--- config.mk ---
export PLATFORM = sky130hd
export DESIGN_NAME = risc16_mem_arbiter_flat
export DESIGN_NICKNAME = d
export VERILOG_FILES = /design/src/rtl/risc16_mem_arbiter_if.sv /design/src/rtl/risc16_mem_arbiter.sv /design/src/flat_wrapper.sv
export SDC_FILE = /design/constraint.sdc
export NUM_CORES = 1
export LEC_CHECK = 0
export BUFFER_PORTS_ARGS = -buffer_cell sky130_fd_sc_hd__buf_4
export CAP_MARGIN = 20
export CORE_MARGIN = 2
export CORE_UTILIZATION = 42
export CTS_CLUSTER_DIAMETER = 50
export DETAILED_ROUTE_END_ITERATION = 10
export PLACE_DENSITY = 0.85
export SYNTH_ARGS = -nofsm -noshare
export SYNTH_HDL_FRONTEND = slang
export SYNTH_SLANG_ARGS = --single-unit
--- constraint.sdc ---
create_clock -name clk -period 1.3 [get_ports clk]
set_input_delay 0.13 -clock clk [delete_from_list [all_inputs] [get_ports clk]]
set_output_delay 0.13 -clock clk [all_outputs]
set_load 0.1 [all_outputs]
--- src/rtl/risc16_mem_arbiter_if.sv ---
// Bus bundle between the RISC16 core ports, the shared memory and the arbiter.
// slave is the arbiter's view; master is the core-plus-memory side.
interface risc16_mem_arbiter_if;
   logic [15:0] iaddr;
   logic        ioe;
   logic [15:0] idin;
   logic        i_ready;
   logic [15:0] daddr;
   logic [15:0] ddout;
   logic        doe;
   logic        dwe;
   logic [15:0] ddin;
   logic        d_ready;
   logic [15:0] maddr;
   logic [15:0] mdout;
   logic [15:0] mdin;
   logic        moe;
   logic        mwe;
   logic        busy;

   modport slave (
      input  iaddr, ioe, daddr, ddout, doe, dwe, mdin,
      output idin, i_ready, ddin, d_ready, maddr, mdout, moe, mwe, busy
   );

   modport master (
      output iaddr, ioe, daddr, ddout, doe, dwe, mdin,
      input  idin, i_ready, ddin, d_ready, maddr, mdout, moe, mwe, busy
   );
endinterface

--- src/rtl/risc16_mem_arbiter.sv ---
// Shares one single-port memory between RISC16 fetch and data ports via a wait-state FSM.
// Define RISC16_ARB_RR_EN for round-robin arbitration instead of fixed data priority.
module risc16_mem_arbiter #(
   parameter int unsigned WAIT_CYCLES = 0
) (
   input logic                 clk,
   input logic                 rst,
   risc16_mem_arbiter_if.slave bus
);

   if (WAIT_CYCLES > 15) begin : g_wait_range
      $error("WAIT_CYCLES must be in 0..15");
   end

   localparam logic [3:0] WaitCnt = 4'(WAIT_CYCLES);

   typedef enum logic [1:0] {StIdle, StAccess, StResp} state_e;

   state_e      state_q, state_d;
   logic [3:0]  cnt_q, cnt_d;
   logic        gnt_data_q, gnt_data_d;
   logic [15:0] maddr_q, maddr_d;
   logic [15:0] mdout_q, mdout_d;
   logic        moe_q, moe_d;
   logic        mwe_q, mwe_d;
   logic [15:0] idin_q, idin_d;
   logic [15:0] ddin_q, ddin_d;
   logic        i_ready_q, i_ready_d;
   logic        d_ready_q, d_ready_d;

   logic req_data, req_instr, pick_data;

   assign req_data  = bus.doe | bus.dwe;
   assign req_instr = bus.ioe;

`ifdef RISC16_ARB_RR_EN
   logic last_data_q, last_data_d;

   // On a tie, data wins only if instruction was granted last.
   assign pick_data = req_data & (~req_instr | ~last_data_q);
`else
   assign pick_data = req_data;
`endif

   always_comb begin
      state_d    = state_q;
      cnt_d      = cnt_q;
      gnt_data_d = gnt_data_q;
      maddr_d    = maddr_q;
      mdout_d    = mdout_q;
      moe_d      = moe_q;
      mwe_d      = mwe_q;
      idin_d     = idin_q;
      ddin_d     = ddin_q;
      i_ready_d  = 1'b0;
      d_ready_d  = 1'b0;
`ifdef RISC16_ARB_RR_EN
      last_data_d = last_data_q;
`endif

      unique case (state_q)
         StIdle: begin
            if (req_data || req_instr) begin
               gnt_data_d = pick_data;
               maddr_d    = pick_data ? bus.daddr : bus.iaddr;
               if (pick_data && bus.dwe) begin
                  mdout_d = bus.ddout;
               end
               // doe together with dwe is a write; the read is dropped.
               moe_d   = pick_data ? ~bus.dwe : 1'b1;
               mwe_d   = pick_data & bus.dwe;
               cnt_d   = WaitCnt;
               state_d = StAccess;
`ifdef RISC16_ARB_RR_EN
               last_data_d = pick_data;
`endif
            end
         end
         StAccess: begin
            if (cnt_q != 4'd0) begin
               cnt_d = cnt_q - 4'd1;
            end else begin
               if (moe_q) begin
                  if (gnt_data_q) begin
                     ddin_d = bus.mdin;
                  end else begin
                     idin_d = bus.mdin;
                  end
               end
               moe_d     = 1'b0;
               mwe_d     = 1'b0;
               i_ready_d = ~gnt_data_q;
               d_ready_d = gnt_data_q;
               state_d   = StResp;
            end
         end
         StResp: begin
            state_d = StIdle;
         end
         default: begin
            state_d = StIdle;
         end
      endcase
   end

   always_ff @(posedge clk) begin
      if (rst) begin
         state_q    <= StIdle;
         cnt_q      <= 4'd0;
         gnt_data_q <= 1'b0;
         maddr_q    <= 16'h0000;
         mdout_q    <= 16'h0000;
         moe_q      <= 1'b0;
         mwe_q      <= 1'b0;
         idin_q     <= 16'h0000;
         ddin_q     <= 16'h0000;
         i_ready_q  <= 1'b0;
         d_ready_q  <= 1'b0;
      end else begin
         state_q    <= state_d;
         cnt_q      <= cnt_d;
         gnt_data_q <= gnt_data_d;
         maddr_q    <= maddr_d;
         mdout_q    <= mdout_d;
         moe_q      <= moe_d;
         mwe_q      <= mwe_d;
         idin_q     <= idin_d;
         ddin_q     <= ddin_d;
         i_ready_q  <= i_ready_d;
         d_ready_q  <= d_ready_d;
      end
   end

`ifdef RISC16_ARB_RR_EN
   always_ff @(posedge clk) begin
      if (rst) begin
         last_data_q <= 1'b0;
      end else begin
         last_data_q <= last_data_d;
      end
   end
`endif

   assign bus.maddr   = maddr_q;
   assign bus.mdout   = mdout_q;
   assign bus.moe     = moe_q;
   assign bus.mwe     = mwe_q;
   assign bus.idin    = idin_q;
   assign bus.ddin    = ddin_q;
   assign bus.i_ready = i_ready_q;
   assign bus.d_ready = d_ready_q;
   assign bus.busy    = (state_q != StIdle);

endmodule
--- src/flat_wrapper.sv ---
// flat-port wrapper written by rule: the top's interface ports become plain ports
module risc16_mem_arbiter_flat 
#(
   parameter int unsigned WAIT_CYCLES = 0
)
  (clk, rst, bus_iaddr, bus_ioe, bus_daddr, bus_ddout, bus_doe, bus_dwe, bus_mdin, bus_idin, bus_i_ready, bus_ddin, bus_d_ready, bus_maddr, bus_mdout, bus_moe, bus_mwe, bus_busy);
  risc16_mem_arbiter_if bus_i ();
  input logic clk;
  input logic rst;
  input wire logic [$bits(bus_i.iaddr)-1:0] bus_iaddr;
  input wire logic [$bits(bus_i.ioe)-1:0] bus_ioe;
  input wire logic [$bits(bus_i.daddr)-1:0] bus_daddr;
  input wire logic [$bits(bus_i.ddout)-1:0] bus_ddout;
  input wire logic [$bits(bus_i.doe)-1:0] bus_doe;
  input wire logic [$bits(bus_i.dwe)-1:0] bus_dwe;
  input wire logic [$bits(bus_i.mdin)-1:0] bus_mdin;
  output wire logic [$bits(bus_i.idin)-1:0] bus_idin;
  output wire logic [$bits(bus_i.i_ready)-1:0] bus_i_ready;
  output wire logic [$bits(bus_i.ddin)-1:0] bus_ddin;
  output wire logic [$bits(bus_i.d_ready)-1:0] bus_d_ready;
  output wire logic [$bits(bus_i.maddr)-1:0] bus_maddr;
  output wire logic [$bits(bus_i.mdout)-1:0] bus_mdout;
  output wire logic [$bits(bus_i.moe)-1:0] bus_moe;
  output wire logic [$bits(bus_i.mwe)-1:0] bus_mwe;
  output wire logic [$bits(bus_i.busy)-1:0] bus_busy;
  assign bus_i.iaddr = bus_iaddr;
  assign bus_i.ioe = bus_ioe;
  assign bus_i.daddr = bus_daddr;
  assign bus_i.ddout = bus_ddout;
  assign bus_i.doe = bus_doe;
  assign bus_i.dwe = bus_dwe;
  assign bus_i.mdin = bus_mdin;
  assign bus_idin = bus_i.idin;
  assign bus_i_ready = bus_i.i_ready;
  assign bus_ddin = bus_i.ddin;
  assign bus_d_ready = bus_i.d_ready;
  assign bus_maddr = bus_i.maddr;
  assign bus_mdout = bus_i.mdout;
  assign bus_moe = bus_i.moe;
  assign bus_mwe = bus_i.mwe;
  assign bus_busy = bus_i.busy;
  risc16_mem_arbiter #(.WAIT_CYCLES(WAIT_CYCLES)) u_core (.clk(clk), .rst(rst), .bus(bus_i));
endmodule
==> results.yml <==
critical_path:
  reg2reg_slack_ns: -0.28
  critPathCaptureType: "flop"
  worst_ep_required_time_ns: 1.52
  path_buf_inv: 2
  path_depth: 7
  critPathSlowestCell: "dfxtp_2"
  path_max_fanout: 16
  crit_arrival_ns: 1.79
  critPathMaxStageDelay_ns: 0.33
  r2r-start: "u_core.cnt_q[0]"
  worstPathCellList: "inv_2 -> ha_4 -> nor3b_4 -> nand4b_2 -> buf_12 -> mux2i_1 -> nor2_1"
  ff2ff_path_depth: 7
  path_class: "flop to flop"
  r2r_end: "u_core.bus.idin[5]"
  startpoint_type: "flop"
  crit_family: "simple AND/OR/NAND/NOR gates"
sta:
  slew_viol_final: 0
  fmax_mhz: 635
  final_hold_viol_count: 0
  finalCritPeriodShare_pct: 121
  rsz0062_at_grt: "true"
  max_slew.worst_pin.slew_ns: 0.468
  finalCriticalPeriod_ns: 1.58
  setup_viol: 41
  fin_hold_ws_ns: 0.0353
  fin_setup_tns_ns: -6.03
  maxSlewHeadroom_pct: 68.5
  setup_slack_ns: -0.275
  clock_skew_ns: 0.00833
power:
  switching_share_pct: 35.8
  ir_drop_v: 0.000675
  post-layout-total-power_mw: 6.59
  p_leak_nw: 2.29
  p_switching_mw: 2.36
  clkPwrFrac_pct: 29.9
  p_seq_share_pct: 38.4
  p_per_area_mw_per_mm2: 1330
  p_int_mw: 4.23
  comb_power_share_pct: 31.7
synthesis:
  yosysUniqueCellTypes: 38
  synth-seq-cells: 75
  synth_top_area_share_pct: 49.0
  synth_area_per_cell_um2: 9.12
  synth_warnings: 0
  synth_area_mm2: 0.00306
  synth_top_cell_by_area: "dfxtp_1"
  synthTopCellsByArea: "dfxtp_1 49%, nand2_1 9.7%, mux2i_1 5.2%"
  synth_cells: 336
  syn-num-nets: 407
  seq_area_frac_synth_pct: 49.0
global_route:
  antenna_found_initial: 0
  grt_pass1_vias: 2721
  grt_pass1_wl_um: 12400
  grt_max_degree: 32
  grt_usage_pct: 19.9
  gr-total-overflow: 0
clock_network:
  cts_tree: "done"
  hold_buffers: 0
  clock_path_buffers: 2
  htreeDepth: 3
  cts_made_buffers: 9
  worstSkewPairLatency_ns: 0.34
  cts-root-buf: "clkbuf_8"
  cts.clk_slew.worst_paths_ns: 0.08
  cts_sinks: 75
hold_path:
  hp-class: "input pin to flop"
  hold_depth: 3
  hold_end: "u_core.bus.ddin[7]"
  hold_start: "bus_mdin[7]"
cells_and_area:
  finalNetCount: 564
  diodes: 0
  mostFrequentLayoutCell: "buf_4"
  fin_cells: 597
  syn_to_final_growth_pct: 61.6
  drive_above_1_share_pct: 57.8
  mostFrequentLayoutCells: "155 x buf_4, 57 x nand2_1, 54 x dfxtp_1, 30 x nor2_1"
floorplan:
  core_area_mm2: 0.00718
  die_w_um: 89.4
  fp.dieH_um: 89.4
  placementRows: 31
  initial_utilization_pct: 42.7
  dieArea_mm2: 0.00800
  design.portCount: 138
job:
  cap_violations: 0
drt:
  routed_wl_um: 9420
  drt_iter0_drc: 116
  ant_nets: 0
  wl_per_cell_um: 15.8
  dr.pass1.iters: 4
  via_per_inst: 5.07
  vias: 3026
  drc: 0
placed_design:
  dp.cells: 568
  place.detailed.hpwl_um: 5790
  routabilityCongestion: 0.782
  portBuffers: 137
outcome:
  violations: "negative setup slack"
  status: "finished, violations left"
per-layer routing:
layer  part of all wire, %  wire, µm  track usage, %  up-vias
li1                      -         -               -     1460
met1                    38      3630            23.1     1422
met2                    52      4920            35.0      115
met3                   5.1       480            3.69       29
met4                   4.2       397            10.0        0
met5                     0         0               0        -
synth_stat cells (all sizes together):
library cell  count
nor3              3
a2bb2oi           1
ha                2
nor4              1
xor2              1
nor2             36
dfxtp            75
nand4b            2
nor3b             1
and4              1
nand4             1
or3b              1
a31oi             1
buf              14
nand2            84
o31a              1
nor2b             1
or2               1
o21ai            16
clkbuf           12
a311oi           16
and2              2
mux2i            16
o31ai             2
and3              1
a21oi            36
inv               3
nand3             5
stage by stage:
stage	utilization, %	setup WS (ns)	area (µm²)
5_1_grt	69.0	-0.336	4950
6_report	69.0	-0.275	4950
2_1_floorplan	-	-0.145	3140
3_5_place_dp	60.7	-0.148	4360
3_3_place_gp	60.7	-0.0834	4360
4_1_cts	64.8	-0.167	4650
sequential cells by signal (all words and copies together), names as in the netlist:
signal	flops
u_core.bus.ddin	16
u_core.bus.idin	16
u_core.bus.maddr	16
u_core.bus.mdout	16
u_core.cnt_q	4
u_core.state_q	2
u_core.bus.d_ready	1
u_core.bus.i_ready	1
u_core.bus.moe	1
u_core.bus.mwe	1
u_core.gnt_data_q	1
worst max path at each step:
stage,startpoint,endpoint,slack [ns]
2_1_floorplan,u_core.cnt_q[1],u_core.bus.ddin[0],-0.15
3_3_place_gp,u_core.cnt_q[1],u_core.bus.ddin[12],-0.08
3_5_place_dp,u_core.cnt_q[1],u_core.bus.ddin[11],-0.15
4_1_cts,u_core.cnt_q[1],u_core.bus.idin[14],-0.17
5_1_grt,u_core.cnt_q[0],u_core.bus.idin[5],-0.34
6_report,u_core.cnt_q[0],u_core.bus.idin[5],-0.28
repair_timing:
item	CTS	global route
gates cloned	0	4
setup buffers	3	7
resized for setup	14	43
setup endpoints to repair	37	63
pin swaps	4	34
worst reg2reg max path, stage by stage (launching register included):
cell	delay (ns)
dfxtp_2	0.33
inv_2	0.08
ha_4	0.13
nor3b_4	0.25
nand4b_2	0.18
buf_12	0.20
mux2i_1	0.22
nor2_1	0.09
cells by family (layout without fill, tap and decap cells):
group | Yosys count | count (layout) | share of synthesized area [%]
xor gates and xnor gates | 1 | 1 | 0.286
and+or+nand+nor | 140 | 140 | 20.8
AOI/OAI and AO/OA | 73 | 73 | 17.6
buffers and inverters | 29 | 191 | 6.33
adders and majority gates | 2 | 2 | 0.817
muxes | 16 | 16 | 5.23
DFF | 75 | 75 | 49.0
power groups by stage:
stage | Combinational [mW] | Sequential [mW] | Clock (mW)
after CTS | 1.92 | 2.53 | 2.00
after global placement | 1.85 | 2.57 | 0
final | 2.09 | 2.53 | 1.97
after global routing | 2.17 | 2.55 | 2.09
after detailed placement | 1.88 | 2.58 | 0
after floorplan | 0.469 | 3.48 | 0
final cells by class:
| type | instances | area [µm²] |
|---|---|---|
| Clock buffer | 12 | 145 |
| Clock inverter | 4 | 73.8 |
| Fill cell | 519 | 2220 |
| Inverter | 3 | 15.0 |
| Multi-Input combinational cell | 232 | 1590 |
| Sequential cell | 75 | 1530 |
| Tap cell | 99 | 124 |
| Timing Repair Buffer | 172 | 1470 |
(Power assumes the default switching activity.)
